File: config.mk
export PLATFORM = sky130hd
export DESIGN_NAME = fp_pipe_skid_reg
export DESIGN_NICKNAME = d
export VERILOG_FILES = /design/src/rtl/fp_pipe_skid_reg.sv
export SDC_FILE = /design/constraint.sdc
export NUM_CORES = 1
export LEC_CHECK = 0
export CAP_MARGIN = 5
export CORE_MARGIN = 2
export CORE_UTILIZATION = 50
export CTS_CLUSTER_DIAMETER = 60
export DETAILED_ROUTE_END_ITERATION = 8
export GPL_TIMING_DRIVEN = 0
export PLACE_DENSITY = 0.84
export SYNTH_ARGS = -nofsm -noshare
export SYNTH_HDL_FRONTEND = slang
export SYNTH_SLANG_ARGS = --single-unit
File: constraint.sdc
create_clock -name clk -period 2.31 [get_ports clk]
set_input_delay 0.3465 -clock clk [delete_from_list [all_inputs] [get_ports clk]]
set_output_delay 0.3465 -clock clk [all_outputs]
set_load 0.02 [all_outputs]
File: src/rtl/fp_pipe_skid_reg.sv
// -----------------------------------------------------------------------------
// fp_pipe_skid_reg
//
// Elastic pipeline register used at the FPU stage boundaries (mul->add,
// add->norm). It carries an opaque payload of W bits between two stages using a
// valid/ready handshake.
//
// SKID=1 : two entries (main + skid). in_ready is taken straight from a flop,
//          so downstream back-pressure never reaches upstream combinationally.
// SKID=0 : a single entry. in_ready = !out_valid | out_ready (combinational).
//
// Besides the datapath there is a synchronous flush that cancels everything held,
// and a saturating counter of stall cycles (out_valid=1 while out_ready=0).
//
// Ports
//   clk        in   rising-edge clock
//   clrn       in   asynchronous active-low reset
//   flush      in   synchronous cancel of all held entries
//   in_valid   in   upstream payload valid
//   in_ready   out  stage can accept (registered when SKID=1)
//   in_data    in   upstream payload, W bits
//   out_valid  out  downstream payload valid
//   out_ready  in   downstream accepts
//   out_data   out  payload to next stage, W bits
//   occupancy  out  entries held (0..2, at most 1 when SKID=0)
//   stall_cnt  out  saturating count of stall cycles, CNTW bits
//   stall_clr  in   synchronous clear of stall_cnt
// -----------------------------------------------------------------------------
module fp_pipe_skid_reg #(
    parameter int W    = 126,
    parameter int SKID = 1,
    parameter int CNTW = 16
) (
    input  logic            clk,
    input  logic            clrn,
    input  logic            flush,
    input  logic            in_valid,
    output logic            in_ready,
    input  logic [W-1:0]    in_data,
    output logic            out_valid,
    input  logic            out_ready,
    output logic [W-1:0]    out_data,
    output logic [1:0]      occupancy,
    output logic [CNTW-1:0] stall_cnt,
    input  logic            stall_clr
);

    // Saturating increment: holds at all-ones instead of wrapping.
    function automatic logic [CNTW-1:0] sat_inc(input logic [CNTW-1:0] v);
        logic [CNTW-1:0] one;
        one = {{(CNTW-1){1'b0}}, 1'b1};
        if (&v) begin
            return v;
        end
        return v + one;
    endfunction

    // ---------------------------------------------------------------------
    // State
    // ---------------------------------------------------------------------
    logic            main_v_q,    main_v_d;
    logic            skid_v_q,    skid_v_d;
    logic [W-1:0]    main_data_q, main_data_d;
    logic [W-1:0]    skid_data_q, skid_data_d;
    logic [CNTW-1:0] stall_cnt_q, stall_cnt_d;

    logic            accept;
    logic            emit;
    logic            stalled;

    // ---------------------------------------------------------------------
    // Handshake
    // ---------------------------------------------------------------------
    // In skid mode the skid slot is the only thing that can block the input,
    // so ready is just its (registered) empty flag.
    assign in_ready  = (SKID != 0) ? !skid_v_q : (!main_v_q || out_ready);
    assign out_valid = main_v_q;
    assign out_data  = main_data_q;

    assign accept  = in_valid && in_ready;
    assign emit    = main_v_q && out_ready;
    assign stalled = main_v_q && !out_ready;

    assign occupancy = {1'b0, main_v_q} + {1'b0, skid_v_q};
    assign stall_cnt = stall_cnt_q;

    // ---------------------------------------------------------------------
    // Next-state for entries
    // ---------------------------------------------------------------------
    always_comb begin
        main_v_d    = main_v_q;
        skid_v_d    = skid_v_q;
        main_data_d = main_data_q;
        skid_data_d = skid_data_q;

        if (flush) begin
            // Cancel: only the valids clear, data registers keep stale content.
            // Anything accepted this cycle is dropped on purpose.
            main_v_d = 1'b0;
            skid_v_d = 1'b0;
        end else if (SKID != 0) begin
            unique case ({main_v_q, skid_v_q})
                2'b00: begin
                    if (accept) begin
                        main_data_d = in_data;
                        main_v_d    = 1'b1;
                    end
                end
                2'b10: begin
                    if (emit) begin
                        if (accept) begin
                            // Zero-bubble replacement of the departing entry.
                            main_data_d = in_data;
                        end else begin
                            main_v_d = 1'b0;
                        end
                    end else if (accept) begin
                        // Downstream stalled: park the new word in the skid slot.
                        skid_data_d = in_data;
                        skid_v_d    = 1'b1;
                    end
                end
                2'b11: begin
                    // in_ready is low here, so accept cannot happen.
                    if (emit) begin
                        main_data_d = skid_data_q;
                        skid_v_d    = 1'b0;
                    end
                end
                default: begin
                    // Skid-only is unreachable; recover by promoting it to main
                    // so order is preserved and nothing is lost.
                    main_data_d = skid_data_q;
                    main_v_d    = 1'b1;
                    skid_v_d    = 1'b0;
                end
            endcase
        end else begin
            // Single-entry mode: accept and emit may coincide, accept wins.
            skid_v_d = 1'b0;
            if (accept) begin
                main_data_d = in_data;
                main_v_d    = 1'b1;
            end else if (emit) begin
                main_v_d = 1'b0;
            end
        end
    end

    // ---------------------------------------------------------------------
    // Stall counter (independent of flush; clear wins over increment)
    // ---------------------------------------------------------------------
    always_comb begin
        stall_cnt_d = stall_cnt_q;
        if (stall_clr) begin
            stall_cnt_d = '0;
        end else if (stalled) begin
            stall_cnt_d = sat_inc(stall_cnt_q);
        end
    end

    // ---------------------------------------------------------------------
    // Registers
    // ---------------------------------------------------------------------
    always_ff @(posedge clk or negedge clrn) begin
        if (!clrn) begin
            main_v_q    <= 1'b0;
            skid_v_q    <= 1'b0;
            main_data_q <= '0;
            skid_data_q <= '0;
            stall_cnt_q <= '0;
        end else begin
            main_v_q    <= main_v_d;
            skid_v_q    <= skid_v_d;
            main_data_q <= main_data_d;
            skid_data_q <= skid_data_d;
            stall_cnt_q <= stall_cnt_d;
        end
    end

endmodule

==> flow_summary.ini, run 1 <==
[outcome]
run_status = finished clean

[layout]
nFillCells = 1583
combined_area_of_the_multi_input_logic_cells_um2 = 4597
finalNetCount = 1388
layoutNonFillerInstCount = 1585
insertedDiodeCount = 0
register_area_um2 = 6758
postLayoutCellArea_um2 = 16090
area_growth_syn_to_layout_pct = 37.68
mostFrequentLayoutCell = clkdlybuf4s50_1
post_route_cells_drive_above_1_share = 0.2052
layout_common_cells = 275 x clkdlybuf4s50_1, 269 x dfrtp_1, 134 x nor2_1
utilization = 0.7062

[placed_design]
placement.setup.worst_slack_ns = -0.8354
placed_cells = 1523
finalWeightedCongestion = 0.7809
area_post_placement_um2 = 14900
hpwl_after_dpl_um = 20500
io_buffer_count = 276

[synth]
yosys_warning_count = 0
synth-edff-count = 0
netlist_area_um2 = 11680
ys_seq_elements = 270
ys_dominant_reg_cell = dfrtp_1
yosys.cell_types.count = 41
post_synth.cell_area_avg_um2 = 12.54
synthesis.nets = 1068
asyncSetResetFlopFracSynth = 1.000
synth_sequential_area_ratio = 0.5783
syn_inst = 932

[power]
power-per-cell-area_nw_per_um2 = 1373
leakagePower_uw = 0.006925
totalPowerFinal_uw = 22090
vdd_drop_max_mv = 0.9542

[route]
drt-vias-per-instance = 5.337
drt.antenna.violating_nets = 0
drc_violations = 0
route.detailed.wl_per_inst_um = 19.05
first_iter_violations = 443
drt_first_pass_iters = 5
final_wl_um = 30190
vias = 8459

[critical_path]
setup.worst_path.end_class = register
worst-endpoint-required_ns = 2.76
critPathArrivalTime_ns = 2.72
r2r_slack_ns = 0.04
r2r-end = out_data[112]$_DFFE_PN0P_
worst_r2r_startpoint = out_valid$_DFFE_PN0P_
worstRegToRegCells = 9
setup.worst_path.class = reg -> reg
crit_path_start_kind = register
worstPathMaxFanout = 10

[global_route]
grt_pass1_vias = 8806
grt_antenna_before_repair = 0
grt_overflow = 0
global_route.usage.met1 = 0.3155
top_usage_layer = met2
wire_length_of_the_first_global_routing_pass_um = 47340
global_route.usage.met2 = 0.4058
grt_start_max_net_pins = 106
grt_use_total = 0.2431
use_met3 = 0.07339

[floorplanning]
fp-row-count = 55
placeableCoreArea_um2 = 22780
die_w_um = 156.9
floorplan.initialDensity = 0.5129
die_h_um = 156.9
die_area_um2 = 24610
boundaryPins = 278

[clock_network]
clock-sinks = 270
clock_tree_from_tritoncts = done
worstSkewPairLatency_ns = 0.53
numCtsBuffers = 29
path_clk_slew_ns = 0.06
clock-root-buffer = clkbuf_16
clock_tree.buffer_depth = 3
clock_tree.htree_level_count = 1

[sta]
worst_slew_pin_slew_ns = 0.5794
grt_setup_unrepaired = true
timing.final.setup_violations = 0
final-hold-violation-count = 0
clock_skew_ns = 0.01194
slew_violations = 0
timing.final.crit_period_ns = 2.273
fmax_mhz = 439.9
slew-limit-headroom = 0.6137
final_min_period_over_clock_period = 0.9841
worst_slack_ns = 0.03662

[worst_hold_path]
hold-path-cell-count = 2
hold_path_class = in -> reg
worst_min_path_start = stall_clr
whs_endpoint = stall_cnt[3]$_DFFE_PN0P_

[run]
drv.max_cap_violation_count = 0
[worst max-delay path: stages (launching register included)]
cell and delay, ns:
dfrtp_2 0.46, ha_1 0.22, buf_6 0.13, or2_1 0.27, a221oi_4 0.34, buf_12 0.17
buf_8 0.17, buf_6 0.17, nor2_1 0.07, a21oi_1 0.16
[synthesized netlist by cell type, types with 4 or more instances]
master / number / area [um2]
clkbuf_1: 9 / 33.78
inv_1: 6 / 22.52
nand2_1: 7 / 26.28
ha_1: 4 / 50.05
mux2_2: 87 / 979.7
or4_1: 6 / 45.04
a21oi_2: 7 / 61.31
mux2i_1: 127 / 1271
or3_1: 8 / 50.05
o21ai_0: 6 / 30.03
nor2_1: 134 / 503.0
a21oi_1: 131 / 655.6
buf_6: 8 / 90.09
nand3_1: 4 / 20.02
a211oi_1: 4 / 30.03
o31ai_1: 5 / 37.54
buf_2: 33 / 165.2
dfrtp_1: 270 / 6756
nand4_1: 5 / 31.28
mux2_4: 40 / 600.6
buf_4: 6 / 45.04
[layer usage]
| layer | wire [um] | up-vias |
|---|---|---|
| met4 | 486 | 0 |
| met5 | 0 | - |
| li1 | - | 3925 |
| met2 | 14640 | 267 |
| met1 | 12400 | 4229 |
| met3 | 2669 | 38 |
[stage by stage]
step                hold slack (ns)  setup TNS, ns
finish                       0.2255              0
CTS                          0.2128              0
detailed placement           0.3610        -104.51
global placement             0.4860       -2979.96
floorplan                   0.05091              0
global route                 0.2230        -0.1631
[timing repair]
item,in CTS,in global routing
pin swaps,3,1
endpoints found under the hold margin,70,0
cloned,1,0
endpoints found under the setup margin,250,166
gates resized for setup,29,39
buffers inserted,7,2
hold buffers,1,0
[final cells by class]
cell class              instances  area share
inverters                       7    0.001633
repair buffers                289      0.1814
multi-input cells             596      0.2858
plain buffers                  59     0.02924
clock inverters                12    0.007000
clock buffers                  39     0.05056
flip-flops and latches        270      0.4201
well taps                     313     0.02434
[report_power, final]
part / switching, uW / internal [uW] / total [uW]
Combinational: 4580 / 4790 / 9380
Sequential: 1250 / 6950 / 8200
Clock: 1840 / 2670 / 4510
[cell families after synthesis]
| group | Yosys count | synth area share |
|---|---|---|
| flip-flops | 270 | 0.5783 |
| AO/OA/AOI/OAI | 158 | 0.07421 |
| AND/OR/NAND/NOR | 179 | 0.06661 |
| multiplexers | 254 | 0.2441 |
| XOR/XNOR | 1 | 0.0007498 |
| adder cells (fa/ha/maj) | 4 | 0.004284 |
| buffers and inverters | 66 | 0.03180 |
[flip-flops by register name, indices dropped and copies added (netlist names)]
register / cells
skid_data_q: 126
stall_cnt: 16
out_data: 126
skid_v_q: 1
out_valid: 1
[how the worst max path moves through the flow]
stage                           from                          end  slack, ns  depth (start not counted)
3_5_place_dp   out_valid$_DFFE_PN0P_     out_data[81]$_DFFE_PN0P_      -0.84                          7
6_report       out_valid$_DFFE_PN0P_    out_data[112]$_DFFE_PN0P_       0.04                          9
4_1_cts        out_valid$_DFFE_PN0P_     out_data[28]$_DFFE_PN0P_      0.004                          8
3_3_place_gp                    clrn     stall_cnt[0]$_DFFE_PN0P_     -10.71                          1
5_1_grt         skid_v_q$_DFFE_PN0P_  skid_data_q[63]$_DFFE_PN0P_      -0.01                          9
2_1_floorplan  out_valid$_DFFE_PN0P_  skid_data_q[28]$_DFFE_PN0P_       0.06                          8
Power figures use the tool's default switching activity.
==> inputs of run 2 (changes only) <==
--- a/config.mk
+++ b/config.mk
@@ -5,13 +5,15 @@
 export SDC_FILE = /design/constraint.sdc
 export NUM_CORES = 1
 export LEC_CHECK = 0
-export CAP_MARGIN = 5
+export CAP_MARGIN = 10
 export CORE_MARGIN = 2
 export CORE_UTILIZATION = 50
 export CTS_CLUSTER_DIAMETER = 60
 export DETAILED_ROUTE_END_ITERATION = 8
+export GPL_ROUTABILITY_DRIVEN = 0
 export GPL_TIMING_DRIVEN = 0
 export PLACE_DENSITY = 0.84
 export SYNTH_ARGS = -nofsm -noshare
 export SYNTH_HDL_FRONTEND = slang
 export SYNTH_SLANG_ARGS = --single-unit
+export TNS_END_PERCENT = 5
==> flow_summary.ini, run 2 (same netlist as run 1, synthesis figures left out) <==
[sta]
clock_skew_ns = 0.01358
slew-limit-headroom = 0.6233
grt_setup_unrepaired = true
timing.final.crit_period_ns = 2.251
final-hold-violation-count = 0
worst_slew_pin_slew_ns = 0.5651
setup_total_negative_slack_ns = 0
final_min_period_over_clock_period = 0.9746
worst_slack_ns = 0.05866
fmax_mhz = 444.2
timing.final.setup_violations = 0
slew_violations = 0

[outcome]
run_status = finished clean

[run]
drv.max_cap_violation_count = 0

[clock_network]
clock_tree_from_tritoncts = done
numCtsBuffers = 29
path_clk_slew_ns = 0.06
clock-sinks = 270
clock_tree.buffer_depth = 3
worstSkewPairLatency_ns = 0.53
clock_tree.htree_level_count = 1
clock-root-buffer = clkbuf_16

[global_route]
grt_use_total = 0.2415
wire_length_of_the_first_global_routing_pass_um = 47090
grt_start_max_net_pins = 106
grt_pass1_vias = 8799
grt_antenna_before_repair = 0
grt_overflow = 0

[layout]
postLayoutCellArea_um2 = 16050
mostFrequentLayoutCell = clkdlybuf4s50_1
layout_common_cells = 275 x clkdlybuf4s50_1, 269 x dfrtp_1, 134 x nor2_1
area_growth_syn_to_layout_pct = 37.38
layoutNonFillerInstCount = 1580
post_route_cells_drive_above_1_share = 0.2036
insertedDiodeCount = 0
finalNetCount = 1383
combined_area_of_the_multi_input_logic_cells_um2 = 4602
nFillCells = 1582
register_area_um2 = 6758

[placed_design]
area_post_placement_um2 = 14900
placement.setup.worst_slack_ns = -0.8354
hpwl_after_dpl_um = 20500
io_buffer_count = 276
placed_cells = 1523

[critical_path]
critPathArrivalTime_ns = 2.67
setup.worst_path.end_class = register
worstPathMaxFanout = 10
r2r-end = skid_data_q[63]$_DFFE_PN0P_
setup.worst_path.class = reg -> reg
worst_r2r_startpoint = skid_v_q$_DFFE_PN0P_
crit_path_start_kind = register
worstRegToRegCells = 9
r2r_slack_ns = 0.06
worst-endpoint-required_ns = 2.72

[route]
drt_first_pass_iters = 5
drt-vias-per-instance = 5.342
vias = 8440
drc_violations = 0
drt.antenna.violating_nets = 0
final_wl_um = 29890
route.detailed.wl_per_inst_um = 18.92
first_iter_violations = 447

[floorplanning]
floorplan.initialDensity = 0.5129
placeableCoreArea_um2 = 22780
die_area_um2 = 24610
fp-row-count = 55
die_h_um = 156.9
die_w_um = 156.9
boundaryPins = 278

[power]
leakagePower_uw = 0.006905
totalPowerFinal_uw = 22060
power-per-cell-area_nw_per_um2 = 1374
vdd_drop_max_mv = 0.9541

[worst_hold_path]
hold_path_class = in -> reg
whs_endpoint = stall_cnt[3]$_DFFE_PN0P_
hold-path-cell-count = 2
worst_min_path_start = stall_clr
## run 2: cell types whose count changed in the layout (fill, tap and decap cells not counted)
cell      before  now
buf_4         21   15
buf_6         14    8
clkbuf_4       5    8
buf_12         2    4
buf_2         20   22
ha_1           4    2
ha_2           0    2
## run 2: cell type report
cell class | instances | share of cell area
Tap cell | 313 | 0.02440
Multi-Input combinational cell | 596 | 0.2867
Clock inverter | 12 | 0.007015
Timing Repair Buffer | 284 | 0.1796
Inverter | 7 | 0.001637
Clock buffer | 39 | 0.05067
Buffer | 59 | 0.02900
Sequential cell | 270 | 0.4210
## run 2: report_power, final
group | internal [uW] | switching [uW] | total, uW | leakage [uW]
logic | 4770 | 4570 | 9340 | 0.00327
registers | 6950 | 1250 | 8200 | 0.00317
clock network | 2670 | 1840 | 4510 | 0.000463
## run 2: per-layer routing
metal	part of all wire	GRT usage	wire length, um
met1	0.41	0.3122	12250
met2	0.48	0.4018	14440
met3	0.091	0.07394	2706
met4	0.016	0.05374	488
met5	0	0	0
## run 2: worst max-delay path by stage
stage,start,endpoint,slack (ns),cells past startpoint
detailed placement,out_valid$_DFFE_PN0P_,out_data[81]$_DFFE_PN0P_,-0.84,7
global route,out_valid$_DFFE_PN0P_,out_data[39]$_DFFE_PN0P_,-0.03,9
CTS,skid_v_q$_DFFE_PN0P_,skid_data_q[63]$_DFFE_PN0P_,-0.006,9
global placement,clrn,stall_cnt[0]$_DFFE_PN0P_,-10.71,1
floorplan,out_valid$_DFFE_PN0P_,skid_data_q[28]$_DFFE_PN0P_,0.06,8
finish,skid_v_q$_DFFE_PN0P_,skid_data_q[63]$_DFFE_PN0P_,0.06,9
## run 2: per-stage QoR
step,hold slack [ns],utilization
3_3_place_gp,0.4860,0.6514
4_1_cts,0.2128,0.6995
6_report,0.2272,0.7047
5_1_grt,0.2230,0.7047
3_5_place_dp,0.3610,0.6541
2_1_floorplan,0.05091,-
## run 2: worst max-delay path, cell delays in order, from the launching register on
cell and delay, ns:
dfrtp_1 0.42, inv_2 0.09, ha_2 0.17, buf_6 0.12
inv_2 0.04, or4b_4 0.52, buf_12 0.17, buf_12 0.15
buf_8 0.15, mux2_4 0.30
## run 2: repair_timing
item                                   CTS  global route
gates cloned                             0             0
gates resized for setup                 22            44
endpoints found under the hold margin   70             0
hold buffers                             1             0
setup endpoints to repair              250           170
pin swaps                                3             2
setup buffers                            3             2
